<file path="src/rtl/writeback_unit.sv">
// Register-file writeback arbiter: ALU results, a 2-entry formatted-load FIFO and a load scoreboard.
// Optional combinational bypass outputs (byp_valid/byp_rd/byp_data) when WB_BYPASS_EN is defined.
module writeback_unit (
  input  logic        clk,
  input  logic        rst,
  input  logic        alu_valid,
  input  logic [4:0]  alu_rd,
  input  logic [31:0] alu_data,
  input  logic        ld_valid,
  output logic        ld_ready,
  input  logic [4:0]  ld_rd,
  input  logic [2:0]  ld_funct3,
  input  logic [1:0]  ld_addr_lo,
  input  logic [31:0] ld_word,
  input  logic        issue_valid,
  input  logic [4:0]  issue_rd,
  input  logic [4:0]  rs1,
  input  logic [4:0]  rs2,
  output logic        stall,
  output logic [4:0]  write_reg,
  output logic [31:0] write_data,
  output logic        RegWrite
`ifdef WB_BYPASS_EN
  ,
  output logic        byp_valid,
  output logic [4:0]  byp_rd,
  output logic [31:0] byp_data
`endif
);

  localparam int unsigned RW = 5;
  localparam int unsigned DW = 32;
  localparam int unsigned NREG = 32;

  typedef struct packed {
    logic [RW-1:0] rd;
    logic [DW-1:0] data;
  } wb_entry_t;

  typedef enum logic [1:0] {
    EMPTY = 2'd0,
    ONE   = 2'd1,
    FULL  = 2'd2
  } occ_e;

  occ_e             state_q, state_d;
  wb_entry_t        ent0_q, ent0_d;
  wb_entry_t        ent1_q, ent1_d;
  logic [NREG-1:0]  busy_q, busy_d;
  logic             wr_en_q, wr_en_d;
  logic [RW-1:0]    wr_reg_q, wr_reg_d;
  logic [DW-1:0]    wr_data_q, wr_data_d;

  logic             ld_accept;
  wb_entry_t        ld_ent;
  logic             sel_valid;
  logic             sel_is_ld;
  wb_entry_t        sel_ent;
  logic             push;
  logic             pop;

  // RV32I load formatting; unlisted funct3 encodings behave as LW
  function automatic logic [DW-1:0] fmt_load(input logic [2:0] f3, input logic [1:0] lo,
                                             input logic [DW-1:0] w);
    logic [7:0]  b;
    logic [15:0] h;
    b = 8'(w >> {lo, 3'b000});
    h = lo[1] ? w[31:16] : w[15:0];
    case (f3)
      3'b000:  fmt_load = {{24{b[7]}}, b};
      3'b001:  fmt_load = {{16{h[15]}}, h};
      3'b100:  fmt_load = {24'h0, b};
      3'b101:  fmt_load = {16'h0, h};
      default: fmt_load = w;
    endcase
  endfunction

  assign ld_ready  = !rst && (state_q != FULL);
  assign ld_accept = ld_valid && ld_ready;
  assign ld_ent    = '{rd: ld_rd, data: fmt_load(ld_funct3, ld_addr_lo, ld_word)};

  assign stall = ((rs1 != '0) && busy_q[rs1]) || ((rs2 != '0) && busy_q[rs2]);

  // Result selection: ALU, then FIFO head, then a load arriving into an empty FIFO
  always_comb begin
    sel_valid = 1'b0;
    sel_is_ld = 1'b0;
    sel_ent   = '0;
    pop       = 1'b0;
    push      = 1'b0;
    if (alu_valid) begin
      sel_valid = 1'b1;
      sel_ent   = '{rd: alu_rd, data: alu_data};
      push      = ld_accept;
    end else if (state_q != EMPTY) begin
      sel_valid = 1'b1;
      sel_is_ld = 1'b1;
      sel_ent   = ent0_q;
      pop       = 1'b1;
      push      = ld_accept;
    end else if (ld_accept) begin
      sel_valid = 1'b1;
      sel_is_ld = 1'b1;
      sel_ent   = ld_ent;
    end
  end

  // Occupancy FSM and FIFO storage; entry 0 is always the head
  always_comb begin
    state_d = state_q;
    ent0_d  = ent0_q;
    ent1_d  = ent1_q;
    unique case (state_q)
      EMPTY: begin
        if (push) begin
          ent0_d  = ld_ent;
          state_d = ONE;
        end
      end
      ONE: begin
        if (push && pop) begin
          ent0_d = ld_ent;
        end else if (push) begin
          ent1_d  = ld_ent;
          state_d = FULL;
        end else if (pop) begin
          state_d = EMPTY;
        end
      end
      FULL: begin
        if (pop) begin
          ent0_d  = ent1_q;
          state_d = ONE;
        end
      end
      default: state_d = EMPTY;
    endcase
  end

  // Scoreboard: a new issue to the same rd overrides the clear from a load write
  always_comb begin
    busy_d = busy_q;
    if (sel_valid && sel_is_ld && (sel_ent.rd != '0)) begin
      busy_d[sel_ent.rd] = 1'b0;
    end
    if (issue_valid && (issue_rd != '0)) begin
      busy_d[issue_rd] = 1'b1;
    end
  end

  always_comb begin
    wr_en_d   = sel_valid && (sel_ent.rd != '0);
    wr_reg_d  = wr_reg_q;
    wr_data_d = wr_data_q;
    if (sel_valid) begin
      wr_reg_d  = sel_ent.rd;
      wr_data_d = sel_ent.data;
    end
  end

  always_ff @(posedge clk) begin
    if (rst) begin
      state_q   <= EMPTY;
      ent0_q    <= '0;
      ent1_q    <= '0;
      busy_q    <= '0;
      wr_en_q   <= 1'b0;
      wr_reg_q  <= '0;
      wr_data_q <= '0;
    end else begin
      state_q   <= state_d;
      ent0_q    <= ent0_d;
      ent1_q    <= ent1_d;
      busy_q    <= busy_d;
      wr_en_q   <= wr_en_d;
      wr_reg_q  <= wr_reg_d;
      wr_data_q <= wr_data_d;
    end
  end

  assign RegWrite   = wr_en_q;
  assign write_reg  = wr_reg_q;
  assign write_data = wr_data_q;

`ifdef WB_BYPASS_EN
  assign byp_valid = sel_valid && (sel_ent.rd != '0);
  assign byp_rd    = sel_ent.rd;
  assign byp_data  = sel_ent.data;
`endif

endmodule

</file>
<file path="config.mk">
export PLATFORM = sky130hd
export DESIGN_NAME = writeback_unit
export DESIGN_NICKNAME = d
export VERILOG_FILES = /design/src/rtl/writeback_unit.sv
export SDC_FILE = /design/constraint.sdc
export NUM_CORES = 1
export LEC_CHECK = 0
export CAP_MARGIN = 0
export CELL_PAD_IN_SITES_DETAIL_PLACEMENT = 2
export CELL_PAD_IN_SITES_GLOBAL_PLACEMENT = 2
export CORE_UTILIZATION = 34
export CTS_CLUSTER_SIZE = 28
export DETAILED_ROUTE_END_ITERATION = 12
export PLACE_DENSITY_LB_ADDON = 0.1
export SLEW_MARGIN = 20
export SYNTH_ARGS = -nofsm -noshare
export SYNTH_HDL_FRONTEND = slang
export SYNTH_SLANG_ARGS = --single-unit
</file>
<file path="constraint.sdc">
create_clock -name clk -period 3 [get_ports clk]
set_input_delay 0.45 -clock clk [delete_from_list [all_inputs] [get_ports clk]]
set_output_delay 0.45 -clock clk [all_outputs]
set_load 0.05 [all_outputs]
</file>
# Word level (Yosys, flattened, before mapping)
# Index checks and enable logic that the tools add are counted.
[totals] regBits=146 input_bits=99 output_inout_bits=40 elab_cells=88
[op_classes] n_lt_le_gt_ge=6 eq_ne=11 n_shift=1 mux=33 n_bitwise=4 reduce_logical=24
[ops] operator="2-to-1 mux 37 bit" count=6
[ops] operator="case mux 32 bit (4 select lines)" count=1
[ops] operator="case mux 37 bit (3 select lines)" count=1
[ops] operator="2-to-1 mux 32 bit" count=2
[ops] operator="bitwise AND 32 bit" count=1
[ops] operator="NOT 32 bit" count=1
[ops] operator="bitwise OR 32 bit" count=1
[ops] operator="right shift 32 x 5 -> 8 bit" count=1
[ops] operator="< comparator 5 x 6 -> 1 bit (second input constant)" count=4
[ops] operator="nonzero test 5 bit" count=4
[ops] operator="2-to-1 mux 16 bit" count=1
[ops] operator="2-to-1 mux 1 bit" count=12
[ops] operator="logical AND 1 bit" count=11
[ops] operator="binary-select mux 1 bit (select 5 bit)" count=2
[ops] operator="demux 1 bit (select 5 bit)" count=2
[ops] operator="greater-or-equal comparator 5 x 1 -> 1 bit (second input constant)" count=2
[ops] operator="2-to-1 mux 2 bit" count=5
[ops] operator="!= test 2 bit (second input constant)" count=5
[ops] operator="AND reduction 4 bit" count=2
[ops] operator="== test 3 bit (second input constant)" count=2
[ops] operator="case mux 2 bit (3 select lines)" count=1
[ops] operator="== test 3 x 1 -> 1 bit (second input constant)" count=1
[ops] operator="logical NOT 3 bit" count=1
[ops] operator="!= test 3 bit (second input constant)" count=1
[ops] operator="other kinds (9)" count=9

# Depth between registers and ports, before layout
# Gate-level depths: netlist (run 1).
[logic_depth] word_depth=15 depth_mapped=8 depth_no_buf=5

# Worst setup path after synthesis (run 1)
# Ideal clock, no wire load.
[synth_path] kind="input to output" from="in rs2[0]" to="out stall" arrival_ps=2199 t_required_ps=2550 path_slack_ps=351 cell_stages=6 path_buffers=1 cell_sequence="clkbuf_1 > mux4_2 > nand2_1 > o21ai_0 > o311ai_0 > nand4_1"
[synth_via] elab_chain_len=4 elab_cells_between_ends=5 cone_classes="mux (2); reduce/logical (3)"
[synth_lines] element="start, declared" line="18" rtl="input logic [4:0] rs2,"
[synth_lines] element="binary-select mux 1 bit (select 5 bit)" line="82" rtl="assign stall = ((rs1 != '0) && busy_q[rs1]) || ((rs2 != '0) && busy_q[rs2]);"
[synth_lines] element="2-to-1 mux 1 bit (not written as such)" line="82"
[synth_lines] element="logical AND 1 bit *" line="82"
[synth_lines] element="logical OR 1 bit *" line="82"
[synth_lines] element="end, declared" line="19" rtl="output logic stall,"
# Mark *: on every way between the ends. The rest lies on a longest branch, timed or not. The select of a mux whose other input is x is not followed.

# Worst setup path in the final report (run 1)
[layout_path] from="in rs1[2]" to="out stall"
[layout_via] elab_chain_len=4 elab_cells_between_ends=5 cone_classes="mux (2); reduce/logical (3)"
[layout_lines] element="start, declared" line="17" rtl="input logic [4:0] rs1,"
[layout_lines] element="binary-select mux 1 bit (select 5 bit)" line="82"
[layout_lines] element="2-to-1 mux 1 bit (not written as such)" line="82"
[layout_lines] element="logical AND 1 bit *" line="82"
[layout_lines] element="logical OR 1 bit *" line="82"
# Marks and branches as above.

==> results of run 1 <==
## kinds of logic after synthesis
logic type             Yosys count
flip-flops                     145
AND/OR/NAND/NOR                317
XOR/XNOR                         2
buffers and inverters          117
multiplexers                    31
AO/OA/AOI/OAI                  291
## stage by stage
stage	total power, W	hold WS [ps]
CTS	0.005511	273.3
global route	0.005673	295.0
detailed placement	0.003153	452.1
floorplan	0.002688	432.0
finish	0.005481	291.7
global placement	0.003136	440.1
## cell usage in the layout (no fill, tap or decap), types with 4 or more instances in the layout
master	count
sky130_fd_sc_hd__a211oi_1	26
sky130_fd_sc_hd__o21ai_0	50
sky130_fd_sc_hd__bufinv_16	5
sky130_fd_sc_hd__nand3_1	11
sky130_fd_sc_hd__nor4_1	28
sky130_fd_sc_hd__nand2b_1	6
sky130_fd_sc_hd__mux2_2	7
sky130_fd_sc_hd__a221oi_1	17
sky130_fd_sc_hd__a222oi_1	5
sky130_fd_sc_hd__a221o_1	10
sky130_fd_sc_hd__nor3_1	10
sky130_fd_sc_hd__nor2b_1	13
sky130_fd_sc_hd__buf_4	48
sky130_fd_sc_hd__o21a_1	6
sky130_fd_sc_hd__inv_1	31
sky130_fd_sc_hd__a22o_1	25
sky130_fd_sc_hd__mux2i_1	10
sky130_fd_sc_hd__a31o_2	20
sky130_fd_sc_hd__a21oi_1	34
sky130_fd_sc_hd__o32ai_1	28
sky130_fd_sc_hd__buf_12	4
sky130_fd_sc_hd__a311oi_1	26
sky130_fd_sc_hd__mux4_2	13
sky130_fd_sc_hd__nand3b_1	6
sky130_fd_sc_hd__nand2_1	119
sky130_fd_sc_hd__a31oi_1	17
sky130_fd_sc_hd__nor2_1	99
sky130_fd_sc_hd__clkbuf_16	17
sky130_fd_sc_hd__clkdlybuf4s50_1	133
sky130_fd_sc_hd__dfxtp_1	145
## metal layers
metal | track usage | vias to the layer above
li1 | - | 3636
met1 | 0.3489 | 3983
met2 | 0.4768 | 149
met3 | 0.03946 | 21
met4 | 0.05700 | 0
met5 | 0 | -
## timing repair
action                     4_1_cts  5_1_grt
hold endpoints to repair         0        0
setup endpoints to repair        0        1
resized for setup                0        4
## synthesized netlist by cell type (25+ instances only)
cell,number
sky130_fd_sc_hd__a211oi_1,26
sky130_fd_sc_hd__a21oi_1,34
sky130_fd_sc_hd__a22o_1,25
sky130_fd_sc_hd__a311oi_1,26
sky130_fd_sc_hd__clkbuf_1,53
sky130_fd_sc_hd__dfxtp_1,145
sky130_fd_sc_hd__inv_1,31
sky130_fd_sc_hd__nand2_1,119
sky130_fd_sc_hd__nor2_1,99
sky130_fd_sc_hd__nor4_1,28
sky130_fd_sc_hd__o21ai_0,50
sky130_fd_sc_hd__o32ai_1,29
## worst min-delay path by stage
stage / from / endpoint / slack, ps / cells after the start
final: rst / write_reg[0] / 290 / 2
after global routing: rst / write_reg[0] / 290 / 2
after global placement: write_data[2] / write_data[2] / 440 / 2
after CTS: rst / write_reg[0] / 270 / 2
after floorplan: ent0_q[11] / ent0_q[11] / 430 / 2
after detailed placement: ent1_q[3] / ent1_q[3] / 450 / 2
## cell type report
type / count / share of cell area
multi-input cells: 641 / 0.4179
clock inverters: 12 / 0.02070
clock buffers: 19 / 0.04341
repair buffers: 187 / 0.1794
inverters: 33 / 0.01242
flip-flops and latches: 145 / 0.2911
well taps: 280 / 0.03513
## power groups by stage
stage / clock network [W] / logic [W] / registers [W]
finish: 0.00236 / 0.00106 / 0.00206
global route: 0.00248 / 0.00113 / 0.00207
CTS: 0.00239 / 0.00106 / 0.00206
detailed placement: 0 / 0.00105 / 0.00210
global placement: 0 / 0.00104 / 0.00210
floorplan: 0 / 0.000459 / 0.00223
## worst register-to-register path, cell delays in order, from the launching register on
cell                       delay (ps)
sky130_fd_sc_hd__dfxtp_1          460
sky130_fd_sc_hd__or2_4            440
sky130_fd_sc_hd__a221oi_1         410
sky130_fd_sc_hd__or2_1            680
sky130_fd_sc_hd__nor4_1           160
sky130_fd_sc_hd__o32ai_1          340
==> run summary, run 1 <==
floorplan row count - 54
critical path's slowest cell - sky130_fd_sc_hd__or4b_2
area share of the leading cell type in the synthesized netlist - 0.3851
number of buffers created by CTS - 17
net switching power figure - 0.001571 W
combinational cell fraction of total power - 0.193
I/O pins - 139
Crit path buffers/inverters - 2
count of buffers inserted at the top-level ports - 138
largest fanout on the critical path - 7
Critical path origin - rs1[2]
Top Layer Used - met4
fin. max-slew vios - 0
Layout Nets - 1124
simple-gate share of the synthesized area - 0.1963
CP startpoint kind - input pin
width of the die - 150.9 microns
Chip Height - 150.9 microns
Setup TNS - 0 ps
Internal Power - 0.003909 W
Starting DRT DRC Count - 341
area of the die - 22770 sq um
maximum capacitance violations - 0
effective utilization at floorplan - 0.3465
total power divided by cell area - 549.5 nW/um^2
Vias/cell - 5.914
switching share of power - 0.2867
classification of the worst setup path - in2out
drt pass-1 iters - 5
RSZ-0062 raised after global routing - false
Worst EP required - 2550 ps
final worst path period need - 2858 ps
final setup violation count - 0
end of the critical path - stall
Max Clk Rate - 0.3499 GHz
placed cell count - 1286
cell type contributing the most total cell area after synthesis - sky130_fd_sc_hd__dfxtp_1
via count - 7789
routed wire length on met2 - 15090 microns
number of enable flip-flop cells after synthesis - 0
residual antenna-violating net count after detailed routing - 0
Hold Vio Cnt, Final - 0
Register-to-Register Setup Slack - 410 ps
proportion of layout cells with a drive suffix above 1 - 0.1331
xor-xnor portion of the synthesized cell area - 0.002324
Synth Warn # - 0
end of the worst register-to-register path - busy_q[14]
number of synthesized register bits - 145
maximum number of pins on one net before global-route repair - 45
primary flip-flop cell chosen by synthesis mapping - sky130_fd_sc_hd__dfxtp_1
antenna diode count - 0
GPL Wtd Cong - 0.8069
relative contribution of sequential cells to total power - 0.375
Wirelength per Cell - 22.70 microns
adder and majority gate portion of the synthesized area - 0
Final WS setup - 142.3 ps
buffers from clock root to sink, at most - 2
worst endpoint data arrival time - 2410 ps
clock share of power - 0.431
total cell area at the placement stage - 9325 sq um
met1 wire length - 13540 microns
worst-margin pin slew - 839.7 ps
largest family of logic cells by synthesized area - compound AO/OA/AOI/OAI gates
setup clock skew after layout - 16.69 ps
clock slew at the register clock pins of the worst setup and hold paths - 50 ps
all-layer global routing usage - 0.2709
Synth Cell Area - 7538 sq um
antenna violations before repair - 0
synthesis-to-finish area growth - 32.30%
CORE AREA - 21760 sq um
complex-gate fraction of the synthesized area - 0.2863
category of the worst setup path capture point - output pin
Area contributors post-synth - sky130_fd_sc_hd__dfxtp_1 (39%), sky130_fd_sc_hd__nand2_1 (5.9%), sky130_fd_sc_hd__nor2_1 (4.9%)
WP depth - 6
post-CTS setup buffer count - 0
number of nets produced by synthesis - 1002
cell count after synthesis - 903
headroom to the max-slew limit - 0.4343
critical path, cell by cell - clkdlybuf4s50_1 -> mux4_2 -> o21ai_0 -> or4b_2 -> nand4_1 -> buf_12
average instance area after synthesis - 8.348 sq um
post-layout util - 0.4584
wire length after detailed routing - 29900 microns
portion of the clock cycle consumed by the worst path in the final layout - 0.9526
vias in the first global route - 8249
total area of sequential cells - 2903 sq um
standby leakage power - 3.514 nW
multi-input gate area in the final layout - 4168 sq um
TritonCTS clock tree - built
global-route wire length before repair - 46980 microns
number of fillers in the final layout - 2390
share of synthesized flip-flops with an asynchronous set or reset - 0
mux contribution to synthesized area - 0.06407
post-synthesis sequential area ratio - 0.3851
Unique masters post-synth - 65
DRC viols - 0
count of non-filler cells in the finished layout - 1317
worst reg2reg startpoint - state_q[1]
post-route cell area - 9973 sq um
stage delay of the slowest cell on the critical path - 620 ps
post-placement worst setup slack - 111.1 ps
clock latency at the later pin of the worst-skew pair - 430 ps
status - finished, final reports clean
Congestion Overflow GR - 0
routed wire length on met3 - 959 microns
master cell of the clock root buffer - sky130_fd_sc_hd__clkbuf_16
FF-to-FF path depth - 5
Clock Sinks - 145
DP HPWL - 21020 microns
number of buffers added to fix hold violations after cts - 0
kind of cell with the highest combined delay on the critical path - simple AND/OR/NAND/NOR gates
worst min-delay path category - in2reg
maximum ir drop on the vdd rail - 0.3270 mV
H-tree levels - 4
No activity file was read; power rests on OpenSTA's default activity.
==> run 2, diff against run 1 <==
CTS_CLUSTER_DIAMETER = 120   (was default)
==> results of run 2 <==
No change in the layout: final DEF, timing and power equal those of run 1.
